File: src/rtl/filter_pkg.sv
// Shared definitions for the FIR signal chain: sample width and ADC front-end states.
package filter_pkg;

  // FIR coefficient/input word width; the ADC front end delivers words of this size.
  localparam int DATA_W = 16;

  typedef enum logic [1:0] {
    IDLE,
    SETUP,
    SHIFT,
    DONE
  } adc_state_t;

endpackage

File: src/rtl/sample_rate_gen.sv
// Modulo-DIV sample-rate counter. Emits tick on the last count while enabled.
// The count is held at zero while disabled, so the first tick after enable
// lands on the DIV-th enabled cycle.
module sample_rate_gen #(
  parameter int DIV = 1000
) (
  input  logic clk,
  input  logic rst_n,
  input  logic en_i,
  output logic tick_o
);

  localparam int CNT_W = (DIV > 1) ? $clog2(DIV) : 1;
  localparam logic [CNT_W-1:0] LAST = CNT_W'(DIV - 1);

  logic [CNT_W-1:0] cnt_q, cnt_d;

  // Next count: wrap at DIV-1, hold at zero while disabled.
  always_comb begin
    cnt_d = cnt_q;
    if (!en_i) begin
      cnt_d = '0;
    end else if (cnt_q == LAST) begin
      cnt_d = '0;
    end else begin
      cnt_d = cnt_q + CNT_W'(1);
    end
  end

  // Count register.
  always_ff @(posedge clk or negedge rst_n) begin
    if (!rst_n) begin
      cnt_q <= '0;
    end else begin
      cnt_q <= cnt_d;
    end
  end

  assign tick_o = en_i && (cnt_q == LAST);

endmodule

File: src/rtl/adc_sample_capture.sv
// ADC sample capture: paces the sample rate, runs one CS_N/SCLK/SDO read frame
// per sample (MSB first) and presents a two's-complement word to the FIR input.
module adc_sample_capture
  import filter_pkg::*;
#(
  parameter int DATA_W     = filter_pkg::DATA_W,
  parameter int FRAME_BITS = 16,
  parameter int CLK_DIV    = 4,
  parameter int SAMPLE_DIV = 1000,
  parameter int OFFSET_BIN = 1
) (
  input  logic              clk,
  input  logic              rst,
  input  logic              enable,
  input  logic              adc_sdo,
  output logic              adc_cs_n,
  output logic              adc_sclk,
  output logic [DATA_W-1:0] xout,
  output logic              xout_valid,
  output logic              overrun,
  input  logic              overrun_clr
);

  localparam int PH_W  = (CLK_DIV > 1) ? $clog2(CLK_DIV) : 1;
  localparam int BIT_W = (FRAME_BITS > 1) ? $clog2(FRAME_BITS) : 1;
  localparam logic [PH_W-1:0]   PH_LAST  = PH_W'(CLK_DIV - 1);
  localparam logic [BIT_W-1:0]  BIT_LAST = BIT_W'(FRAME_BITS - 1);
  localparam int unsigned       DATA_WU  = DATA_W;
  localparam logic [DATA_W-1:0] MSB_FLIP =
    (OFFSET_BIN != 0) ? {1'b1, {(DATA_W-1){1'b0}}} : '0;

  adc_state_t        state_q, state_d;
  logic [PH_W-1:0]   ph_q, ph_d;
  logic [BIT_W-1:0]  bit_q, bit_d;
  logic [DATA_W-1:0] shreg_q, shreg_d, shreg_in;
  logic [DATA_W-1:0] xout_q, xout_d;
  logic              cs_n_q, cs_n_d;
  logic              sclk_q, sclk_d;
  logic              valid_q, valid_d;
  logic              ovr_q, ovr_d;
  logic              sdo_q;
  logic              tick;

  sample_rate_gen #(
    .DIV (SAMPLE_DIV)
  ) u_rate (
    .clk    (clk),
    .rst_n  (rst),
    .en_i   (enable),
    .tick_o (tick)
  );

  // Next-state and next-output logic. Pin-level outputs are computed for the
  // state being entered so the registered pins line up with that state.
  always_comb begin
    state_d = state_q;
    ph_d    = ph_q;
    bit_d   = bit_q;
    shreg_d = shreg_q;
    xout_d  = xout_q;
    cs_n_d  = 1'b1;
    sclk_d  = 1'b0;
    valid_d = 1'b0;

    // Bits past DATA_W are clocked through but not kept.
    if ({{(32-BIT_W){1'b0}}, bit_q} < DATA_WU) begin
      shreg_in = {shreg_q[DATA_W-2:0], sdo_q};
    end else begin
      shreg_in = shreg_q;
    end

    unique case (state_q)
      IDLE: begin
        if (tick) begin
          state_d = SETUP;
          ph_d    = '0;
          bit_d   = '0;
          shreg_d = '0;
          cs_n_d  = 1'b0;
        end
      end
      SETUP: begin
        cs_n_d = 1'b0;
        if (ph_q == PH_LAST) begin
          state_d = SHIFT;
          ph_d    = '0;
        end else begin
          ph_d = ph_q + PH_W'(1);
        end
      end
      SHIFT: begin
        cs_n_d = 1'b0;
        sclk_d = sclk_q;
        if (ph_q != PH_LAST) begin
          ph_d = ph_q + PH_W'(1);
        end else begin
          ph_d = '0;
          if (!sclk_q) begin
            sclk_d = 1'b1;
          end else begin
            sclk_d  = 1'b0;
            shreg_d = shreg_in;
            if (bit_q == BIT_LAST) begin
              state_d = DONE;
              cs_n_d  = 1'b1;
              valid_d = 1'b1;
              xout_d  = shreg_in ^ MSB_FLIP;
            end else begin
              bit_d = bit_q + BIT_W'(1);
            end
          end
        end
      end
      DONE: begin
        state_d = IDLE;
      end
      default: begin
        state_d = IDLE;
      end
    endcase

    // Sticky overrun; a dropped tick wins over a simultaneous clear.
    ovr_d = ovr_q;
    if (overrun_clr) begin
      ovr_d = 1'b0;
    end
    if (tick && (state_q != IDLE)) begin
      ovr_d = 1'b1;
    end
  end

  // State, counters, shifter, input synchroniser and registered outputs.
  always_ff @(posedge clk or negedge rst) begin
    if (!rst) begin
      state_q <= IDLE;
      ph_q    <= '0;
      bit_q   <= '0;
      shreg_q <= '0;
      xout_q  <= '0;
      cs_n_q  <= 1'b1;
      sclk_q  <= 1'b0;
      valid_q <= 1'b0;
      ovr_q   <= 1'b0;
      sdo_q   <= 1'b0;
    end else begin
      state_q <= state_d;
      ph_q    <= ph_d;
      bit_q   <= bit_d;
      shreg_q <= shreg_d;
      xout_q  <= xout_d;
      cs_n_q  <= cs_n_d;
      sclk_q  <= sclk_d;
      valid_q <= valid_d;
      ovr_q   <= ovr_d;
      sdo_q   <= adc_sdo;
    end
  end

  assign adc_cs_n   = cs_n_q;
  assign adc_sclk   = sclk_q;
  assign xout       = xout_q;
  assign xout_valid = valid_q;
  assign overrun    = ovr_q;

endmodule

File: config.mk
export PLATFORM = sky130hd
export DESIGN_NAME = adc_sample_capture
export DESIGN_NICKNAME = d
export VERILOG_FILES = /design/src/rtl/filter_pkg.sv /design/src/rtl/sample_rate_gen.sv /design/src/rtl/adc_sample_capture.sv
export SDC_FILE = /design/constraint.sdc
export NUM_CORES = 1
export LEC_CHECK = 0
export BUFFER_PORTS_ARGS = -buffer_cell sky130_fd_sc_hd__buf_2
export CELL_PAD_IN_SITES_DETAIL_PLACEMENT = 1
export CELL_PAD_IN_SITES_GLOBAL_PLACEMENT = 2
export CORE_MARGIN = 1.5
export CORE_UTILIZATION = 35
export DETAILED_ROUTE_END_ITERATION = 6
export PLACE_DENSITY_LB_ADDON = 0.1
export SYNTH_ARGS = -nofsm -noshare
export SYNTH_HDL_FRONTEND = slang
export SYNTH_SLANG_ARGS = --single-unit
File: constraint.sdc
create_clock -name clk -period 1.99 [get_ports clk]
set_input_delay 0.0995 -clock clk [delete_from_list [all_inputs] [get_ports clk]]
set_output_delay 0.0995 -clock clk [all_outputs]
set_load 0.01 [all_outputs]
After elaboration in Yosys (flattened, before gate mapping)

Index checks and enable logic that the tools add are counted.

Add/subtract/negate cells: 3
Multiply operators: 0
Equal/unequal tests: 13
Multiplexer cells: 32
Order comparisons: 0
Shifts and indexed selects: 0
Bitwise operators: 2
Reductions and logical operators: 12
Div/mod/pow operators: 0

Operators with widths:

| cell                                                             | count |
|---|---|
| 15-bit 2-to-1 mux                                                | 3 |
| 15-bit case mux with 2 select lines                              | 1 |
| 10-bit 2-to-1 mux                                                | 2 |
| 2-bit 2-to-1 mux                                                 | 8 |
| 4-bit 2-to-1 mux                                                 | 4 |
| 2-bit != test (second input constant)                            | 7 |
| 10-bit by 1-bit adder with 10-bit output (second input constant) | 1 |
| 10-bit == test (second input constant)                           | 1 |
| 1-bit 2-to-1 mux                                                 | 10 |
| 5-bit AND reduction                                              | 2 |
| 2-bit case mux with 4 select lines                               | 1 |
| 4-bit case mux with 2 select lines                               | 1 |
| 4-bit AND reduction                                              | 2 |
| 2-bit == test (second input constant)                            | 3 |
| 2-bit case mux with 3 select lines                               | 1 |
| 2-bit nonzero test                                               | 3 |
| 4-bit by 1-bit adder with 4-bit output (second input constant)   | 1 |
| 4-bit == test (second input constant)                            | 1 |
| 1-bit case mux with 3 select lines                               | 1 |
| 3-bit nonzero test                                               | 1 |
| 2-bit by 1-bit adder with 2-bit output (second input constant)   | 1 |
| 2-bit by 1-bit == test with 1-bit output (second input constant) | 1 |
| 1-bit logical AND                                                | 2 |
| 2-bit logical NOT                                                | 1 |
| 2 further kinds                                                  | 3 |

Input port bits: 5
Logic and storage cells: 73
Register bits after elaboration: 54
Output and inout port bits: 20
Memory bits (writable): 0
Memories kept: 0
ROM bits: 0
Latch bits: 0

Logic depth before layout (Yosys ltp)

Gate-level depths: netlist of run 1.

Depth in word-level cells: 5
Mapped depth: 8
Gate-level depth less buffers: 7

Hierarchy

Synthesis of run 1 repeated with hierarchy kept, for this count alone.

Cells, all modules: 182
Area, all modules: 2,353.5 um^2

Modules (own cells, without submodules):

| module             | instances | cells each | area an instance (um^2) | sequential area each (um^2) |
|---|---|---|---|---|
| adc_sample_capture | 1         | 129        | 1,854.3                 | 1,102.3 |
| sample_rate_gen    | 1         | 53         | 499.2                   | 250.2 |

Worst setup path after synthesis of run 1

Ideal clock, no wire load.

Kind: register to register
From: reg state_q[0]
To: reg xout_q[10] (netlist: xout[10])
Setup slack: 35 ps
Setup time: 125 ps
Clock period less this slack: 1,955 ps
Data required time: 1,865 ps
Path buffers: 1
Data arrival time: 1,831 ps
Cell stages (with the launch flop): 7
Cells stage by stage: dfrtp_1 > inv_1 > ha_1 > nand2_1 > nor2_2 > buf_2 > mux2_2

Cells in the longest elaborated chain, start to end: 2

RTL lines:

| item                          | line                      | source |
|---|---|---|
| from (decl)                   | adc_sample_capture.sv:32  | `adc_state_t state_q, state_d;` |
| from (signal assigned)        | adc_sample_capture.sv:146 | `state_q <= state_d;` |
| 2-bit == test                 | adc_sample_capture.sv:72  | `unique case (state_q)` |
| 4-bit AND reduction (no line) | n/a                       |  |
| to (signal assigned)          | adc_sample_capture.sv:150 | `xout_q <= xout_d;` |
| to (decl)                     | adc_sample_capture.sv:36  | `logic [DATA_W-1:0] xout_q, xout_d;` |

No other way between the ends.
A chain may end at the register's enable or synchronous reset.

Worst setup path after layout of run 1

From: reg u_rate.cnt_q[0]
To: reg shreg_q[1]

Cells in the longest elaborated chain, start to end: 4

RTL lines:

| item                          | line                      | source |
|---|---|---|
| from (decl)                   | sample_rate_gen.sv:16     | `logic [CNT_W-1:0] cnt_q, cnt_d;` |
| from (signal assigned)        | sample_rate_gen.sv:35     | `cnt_q <= cnt_d;` |
| 10-bit == test                | sample_rate_gen.sv:39     | `assign tick_o = en_i && (cnt_q == LAST);` |
| 1-bit logical AND             | sample_rate_gen.sv:39     |  |
| 2-bit != test (no line)       | n/a                       |  |
| 4-bit AND reduction (no line) | n/a                       |  |
| to (signal assigned)          | adc_sample_capture.sv:149 | `shreg_q <= shreg_d;` |
| to (decl)                     | adc_sample_capture.sv:35  | `logic [DATA_W-1:0] shreg_q, shreg_d, shreg_in;` |

No other way between the ends.

==> run summary, run 1 <==
Ys async rst share: 1.00
Run status: finished, violations left
DRC Markers: 1
RR Startpoint: u_rate.cnt_q[0]
Row Count: 29
Worst vdd ir: 0.250 mV
DRT Wirelength: 4.71 mm
Adder-cell share of the synthesized area: 0.0480
Die Ht: 84.9 um
Clock Latency Late Sink: 0.31 ns
Register bit total from synthesis: 54
Initial DRC count: 74
Port bufs: 24
Post-Syn Nets: 201
Final ANT Viol Nets: 0
RSZ-0062 raised after global routing: no
Diodes inserted: 0
Yosys top cell area share: 0.566
Final Wtd Congestion: 0.759
Root Driver: clkbuf_8
End of the critical path: shreg_q[1]
Post-synth EDFFs: 0
Worst min path class: input pin to register
Core area: 0.00642 mm2
Fin area: 0.00275 mm2
Main combinational cell family by area after synthesis: simple AND/OR/NAND/NOR gates
Placed insts: 293
Worst EP arrival: 2.11 ns
Dpl hpwl: 3.48 mm
Antenna violations before repair: 0
Sum Neg Setup Slack: 0 ns
Reg clk slew, reported paths: 0.10 ns
CP max FO: 14
Post-route insts no fill: 304
Critical path class: register to register
Worst Setup SP: u_rate.cnt_q[0]
Area Overhead vs Synth: 17.3%
Failing checks: DRC
DIE AREA: 0.00720 mm2
Hold Crit Start: enable
Max_cap viols: 0
Crit Reg-Reg Endpoint: shreg_q[1]
Synthesized area per cell: 12.5 um2
Static leakage: 1.36 nW
CTS sink cnt: 54
Slew Viols, Final: 0
TritonCTS buffer count: 5
Post-route clock period utilization: 0.938
Final setup viols: 0
Commonest non-fill, non-tap cell in the layout: dfrtp_1
I/O pin cnt: 25
Synth Cell Area: 0.00234 mm2
Yosys top cell by area: dfrtp_1
Tmin final: 1.87 ns
Rel. slew slack: 0.702
Die width: 84.9 um
Tightest Pin Transition: 0.448 ns
Most frequent cells in the layout: 53 x dfrtp_1, 24 x buf_2, 16 x nor2_1, 16 x mux2_2, 14 x a22o_1
Post-synthesis sequential area ratio: 0.577
Warnings, synthesis: 0
Flop2flop setup slack: 0.12 ns
Yosys cell types: 37
First-pass GRT wire length: 8.27 mm
Maximum root-to-sink buffer count: 2
Simple-gate portion of the synthesized area: 0.115
Initial DRT Pass Iterations: 7
Vias per cell: 5.12
Layout filler cell count: 698
Startpoint Class: register
Largest net degree at the start of global routing: 24
Pwr per Cell Area: 661 mW/mm2
H-Tree Depth: 2
Starting density of the core: 0.365
Tot GR Track Use: 0.144
Max Freq: 536 MHz
Area of placed instances: 0.00262 mm2
Layout cells sized above 1: 0.291
Wire per inst: 15.5 um
Final net count: 240
Critical path endpoint category: register
Ys flop type: dfrtp_1
Syn Inst Count: 187
Vias in the first global route: 1,640
R2R cell count: 7
Hold-fix buffers at CTS: 3
GRT overflow: 0
CTS tree: done
Post-synthesis mux area share: 0.0854
Xor/xnor share of the synthesized area: 0.0336
Hold Fails Final Rpt: 0
Synth Area in Compound Gates: 0.112
CTS resizes: 0
Setup Skew: 0.0144 ns
Post CTS Setup Buffer Count: 0
Critical path required time: 2.23 ns
Synth top area cells: dfrtp_1 57%, mux2_2 7.7%, a22o_1 5.2%, ha_1 4.8%, nor2_1 2.6%
DR vias: 1,555
[worst min path at each step]
stage / to / slack [ns] / cells past startpoint
3_5_place_dp: u_rate.cnt_q[6] / 0.07 / 1
5_1_grt: u_rate.cnt_q[2] / 0.1 / 2
6_report: u_rate.cnt_q[2] / 0.09 / 2
3_3_place_gp: u_rate.cnt_q[7] / 0.06 / 1
2_1_floorplan: adc_sclk / -0.20 / 0
4_1_cts: u_rate.cnt_q[2] / 0.09 / 2
[Yosys cell counts (2+ instances only)]
| library cell | number |
|---|---|
| nor2_1 | 16 |
| dfrtp_1 | 53 |
| o22ai_1 | 2 |
| nand3_1 | 8 |
| ha_1 | 9 |
| a21oi_1 | 4 |
| nand2_1 | 10 |
| buf_6 | 2 |
| xnor2_1 | 5 |
| o21ai_0 | 5 |
| buf_2 | 3 |
| inv_1 | 8 |
| xor2_1 | 4 |
| mux2i_1 | 2 |
| a22o_1 | 14 |
| and3_1 | 3 |
| a31oi_1 | 2 |
| or3_1 | 2 |
| mux2_2 | 16 |
| and4_1 | 2 |
[worst max-delay path, stage by stage, from the launching register on]
cell and delay [ns]:
dfrtp_1 0.42, ha_1 0.22, and4bb_1 0.26, nand4_2 0.15
and2_4 0.22, nor3b_4 0.23, buf_12 0.17, a22o_1 0.13
[where the power goes]
part           leakage [nW]  switching, mW  internal (mW)
clock network        0.0502          0.386          0.262
registers             0.712         0.0116           1.11
logic                 0.600         0.0322         0.0186
[cell families after synthesis]
logic type | count (synthesis)
AND/OR/NAND/NOR | 50
flip-flops | 54
buffers and inverters | 13
XOR/XNOR | 9
multiplexers | 18
AO/OA/AOI/OAI | 34
adder cells (fa/ha/maj) | 9
[routing by layer]
layer	vias up	part of all wire	global-route usage	routed length, um
li1	743	-	-	-
met1	798	0.48	0.200	2270
met2	12	0.50	0.235	2330
met3	2	0.018	0.0243	83
met4	0	0.0049	0.0402	23
met5	-	0	0	0
[sequential cells by signal, indices dropped and copies added (netlist names)]
signal and cells:
sdo_q 1, shreg_q 15, adc_cs_n 1, xout_valid 1, u_rate.cnt_q 10, overrun 1
bit_q 4, ph_q 2, adc_sclk 1, state_q 2, xout 16
[final cells by class]
type / count / area, um2 / area share
tap: 77 / 96.3 / 0.0350
inverter: 8 / 30.0 / 0.0109
sequential: 54 / 1350 / 0.492
clock buffer: 5 / 68.8 / 0.0250
multi-input combinational: 120 / 925 / 0.336
clock inverter: 3 / 28.8 / 0.0105
timing repair buffer: 37 / 250 / 0.0910
[per-stage QoR]
stage | utilization | setup slack [ns] | total power [mW] | hold WS (ns)
floorplan | - | 0.0346 | 1.15 | -0.196
global placement | 0.409 | 0.237 | 1.19 | 0.0625
detailed placement | 0.409 | 0.168 | 1.19 | 0.0707
CTS | 0.428 | 0.132 | 1.85 | 0.0922
global route | 0.428 | 0.0264 | 1.90 | 0.0982
finish | 0.428 | 0.123 | 1.82 | 0.0949
Note: power is estimated with default switching activity, not from simulation.
==> inputs of run 2 (changes only) <==
--- a/config.mk
+++ b/config.mk
@@ -11,7 +11,7 @@
 export CORE_MARGIN = 1.5
 export CORE_UTILIZATION = 35
 export DETAILED_ROUTE_END_ITERATION = 6
-export PLACE_DENSITY_LB_ADDON = 0.1
+export PLACE_DENSITY = 0.85
 export SYNTH_ARGS = -nofsm -noshare
 export SYNTH_HDL_FRONTEND = slang
 export SYNTH_SLANG_ARGS = --single-unit
==> run summary, run 2 (synthesis gave the netlist of run 1 again) <==
Root Driver: clkbuf_8
Setup Skew: 0.00815 ns
DR vias: 1,570
Static leakage: 1.38 nW
Tmin final: 1.84 ns
Tot GR Track Use: 0.143
Tightest Pin Transition: 0.388 ns
Die width: 84.9 um
Max FFs per register: 16
CTS sink cnt: 54
Antenna violations before repair: 0
Layout cells sized above 1: 0.310
Final ANT Viol Nets: 0
Worst vdd ir: 0.293 mV
Worst EP arrival: 2.10 ns
Seq pwr share: 0.579
Sw Share: 0.217
Critical path endpoint category: register
Dpl hpwl: 3.22 mm
Commonest non-fill, non-tap cell in the layout: dfrtp_1
Most frequent cells in the layout: 53 x dfrtp_1, 24 x buf_2, 16 x nor2_1, 16 x mux2_2, 14 x a22o_1
DRC Markers: 1
Area Overhead vs Synth: 19.9%
Clock Latency Late Sink: 0.31 ns
First-pass GRT wire length: 8.16 mm
Pwr per Cell Area: 688 mW/mm2
Clock power frac: 0.391
Sum Neg Setup Slack: 0 ns
DIE AREA: 0.00720 mm2
Initial DRT Pass Iterations: 6
Port bufs: 24
Wire per inst: 14.9 um
I/O pin cnt: 25
Diodes inserted: 0
Startpoint Class: register
Pint: 1.51 mW
TritonCTS buffer count: 5
Run status: finished, violations left
Row Count: 29
Max_cap viols: 0
Rel. slew slack: 0.740
Largest net degree at the start of global routing: 26
Max Freq: 542 MHz
CTS tree: done
H-Tree Depth: 2
Final net count: 242
Slew Viols, Final: 0
Worst min path class: input pin to register
Core area: 0.00642 mm2
Post-route insts no fill: 306
Reg clk slew, reported paths: 0.10 ns
Final Wtd Congestion: 0.813
Initial DRC count: 89
Flop2flop setup slack: 0.15 ns
GRT overflow: 0
Starting density of the core: 0.365
Combinational share of power: 0.030
Switching power: 0.420 mW
Hold Fails Final Rpt: 0
Final setup viols: 0
Maximum root-to-sink buffer count: 2
CP max FO: 14
RSZ-0062 raised after global routing: no
Post-route clock period utilization: 0.927
Critical path required time: 2.24 ns
Die Ht: 84.9 um
Vias per cell: 5.13
Vias in the first global route: 1,680
Placed insts: 292
DRT Wirelength: 4.56 mm
Failing checks: DRC
Critical path class: register to register
==> run 2: cell count changes in the layout (fill, tap and decap cells not counted), sizes merged <==
cell | previous run | this run
bufinv | 0 | 1
clkinv | 2 | 1
buf | 34 | 36
==> run 2: cell type report <==
type                       count  area (um2)
fill                         690        3610
tap                           77        96.3
sequential                    54        1350
inverter                       8        30.0
clock inverter                 3        47.5
multi-input combinational    120         947
clock buffer                   5        68.8
timing repair buffer          39         269
==> run 2: power by group through the flow <==
stage | Clock [mW] | Combinational [mW] | Sequential [mW]
after floorplan | 0 | 0.0140 | 1.14
after global placement | 0 | 0.0467 | 1.14
after detailed placement | 0 | 0.0483 | 1.14
after CTS | 0.790 | 0.0529 | 1.12
after global routing | 0.831 | 0.0657 | 1.12
final | 0.756 | 0.0573 | 1.12
==> run 2: path summary, 6_finish.rpt <==
kind                            startpoint               to  cells after the start
min reg2reg                          sdo_q       shreg_q[0]                      1
max in group asynchronous              rst         adc_cs_n                      3
max reg2reg                u_rate.cnt_q[0]       shreg_q[2]                      7
max                        u_rate.cnt_q[0]       shreg_q[2]                      7
min in group asynchronous              rst          xout[9]                      2
min                                 enable  u_rate.cnt_q[2]                      2
==> run 2: critical path: stages, from the launching register on <==
cell and delay, ns:
dfrtp_1 0.41, ha_2 0.23, and4bb_2 0.28, nand4_2 0.14
and2_4 0.21, nor3b_4 0.23, buf_12 0.17, a22o_1 0.13
==> run 2: metrics by stage <==
step	utilization	hold slack (ns)	instance area [um2]	total power [mW]	setup slack, ns
floorplan	-	-0.196	2340	1.15	0.0346
detailed placement	0.407	-0.0428	2620	1.19	0.0502
CTS	0.430	0.0765	2760	1.96	0.0311
global placement	0.407	-0.0465	2620	1.19	0.113
finish	0.438	0.0807	2810	1.93	0.146
global route	0.438	0.0792	2810	2.02	0.0110
==> run 2: per-layer routing <==
| layer | global-route usage | wire length, um | up-vias |
|---|---|---|---|
| met1 | 0.202 | 2180 | 798 |
| met2 | 0.221 | 2200 | 21 |
| met4 | 0.0537 | 76 | 0 |
| met5 | 0 | 0 | - |
| li1 | - | - | 746 |
| met3 | 0.0233 | 102 | 5 |
==> run 2: what timing repair did <==
| item | 4_1_cts | 5_1_grt |
|---|---|---|
| setup buffers | 0 | 3 |
| hold buffers | 3 | 0 |
| resized for setup | 0 | 6 |
| hold endpoints to repair | 55 | 0 |
| endpoints found under the setup margin | 0 | 35 |
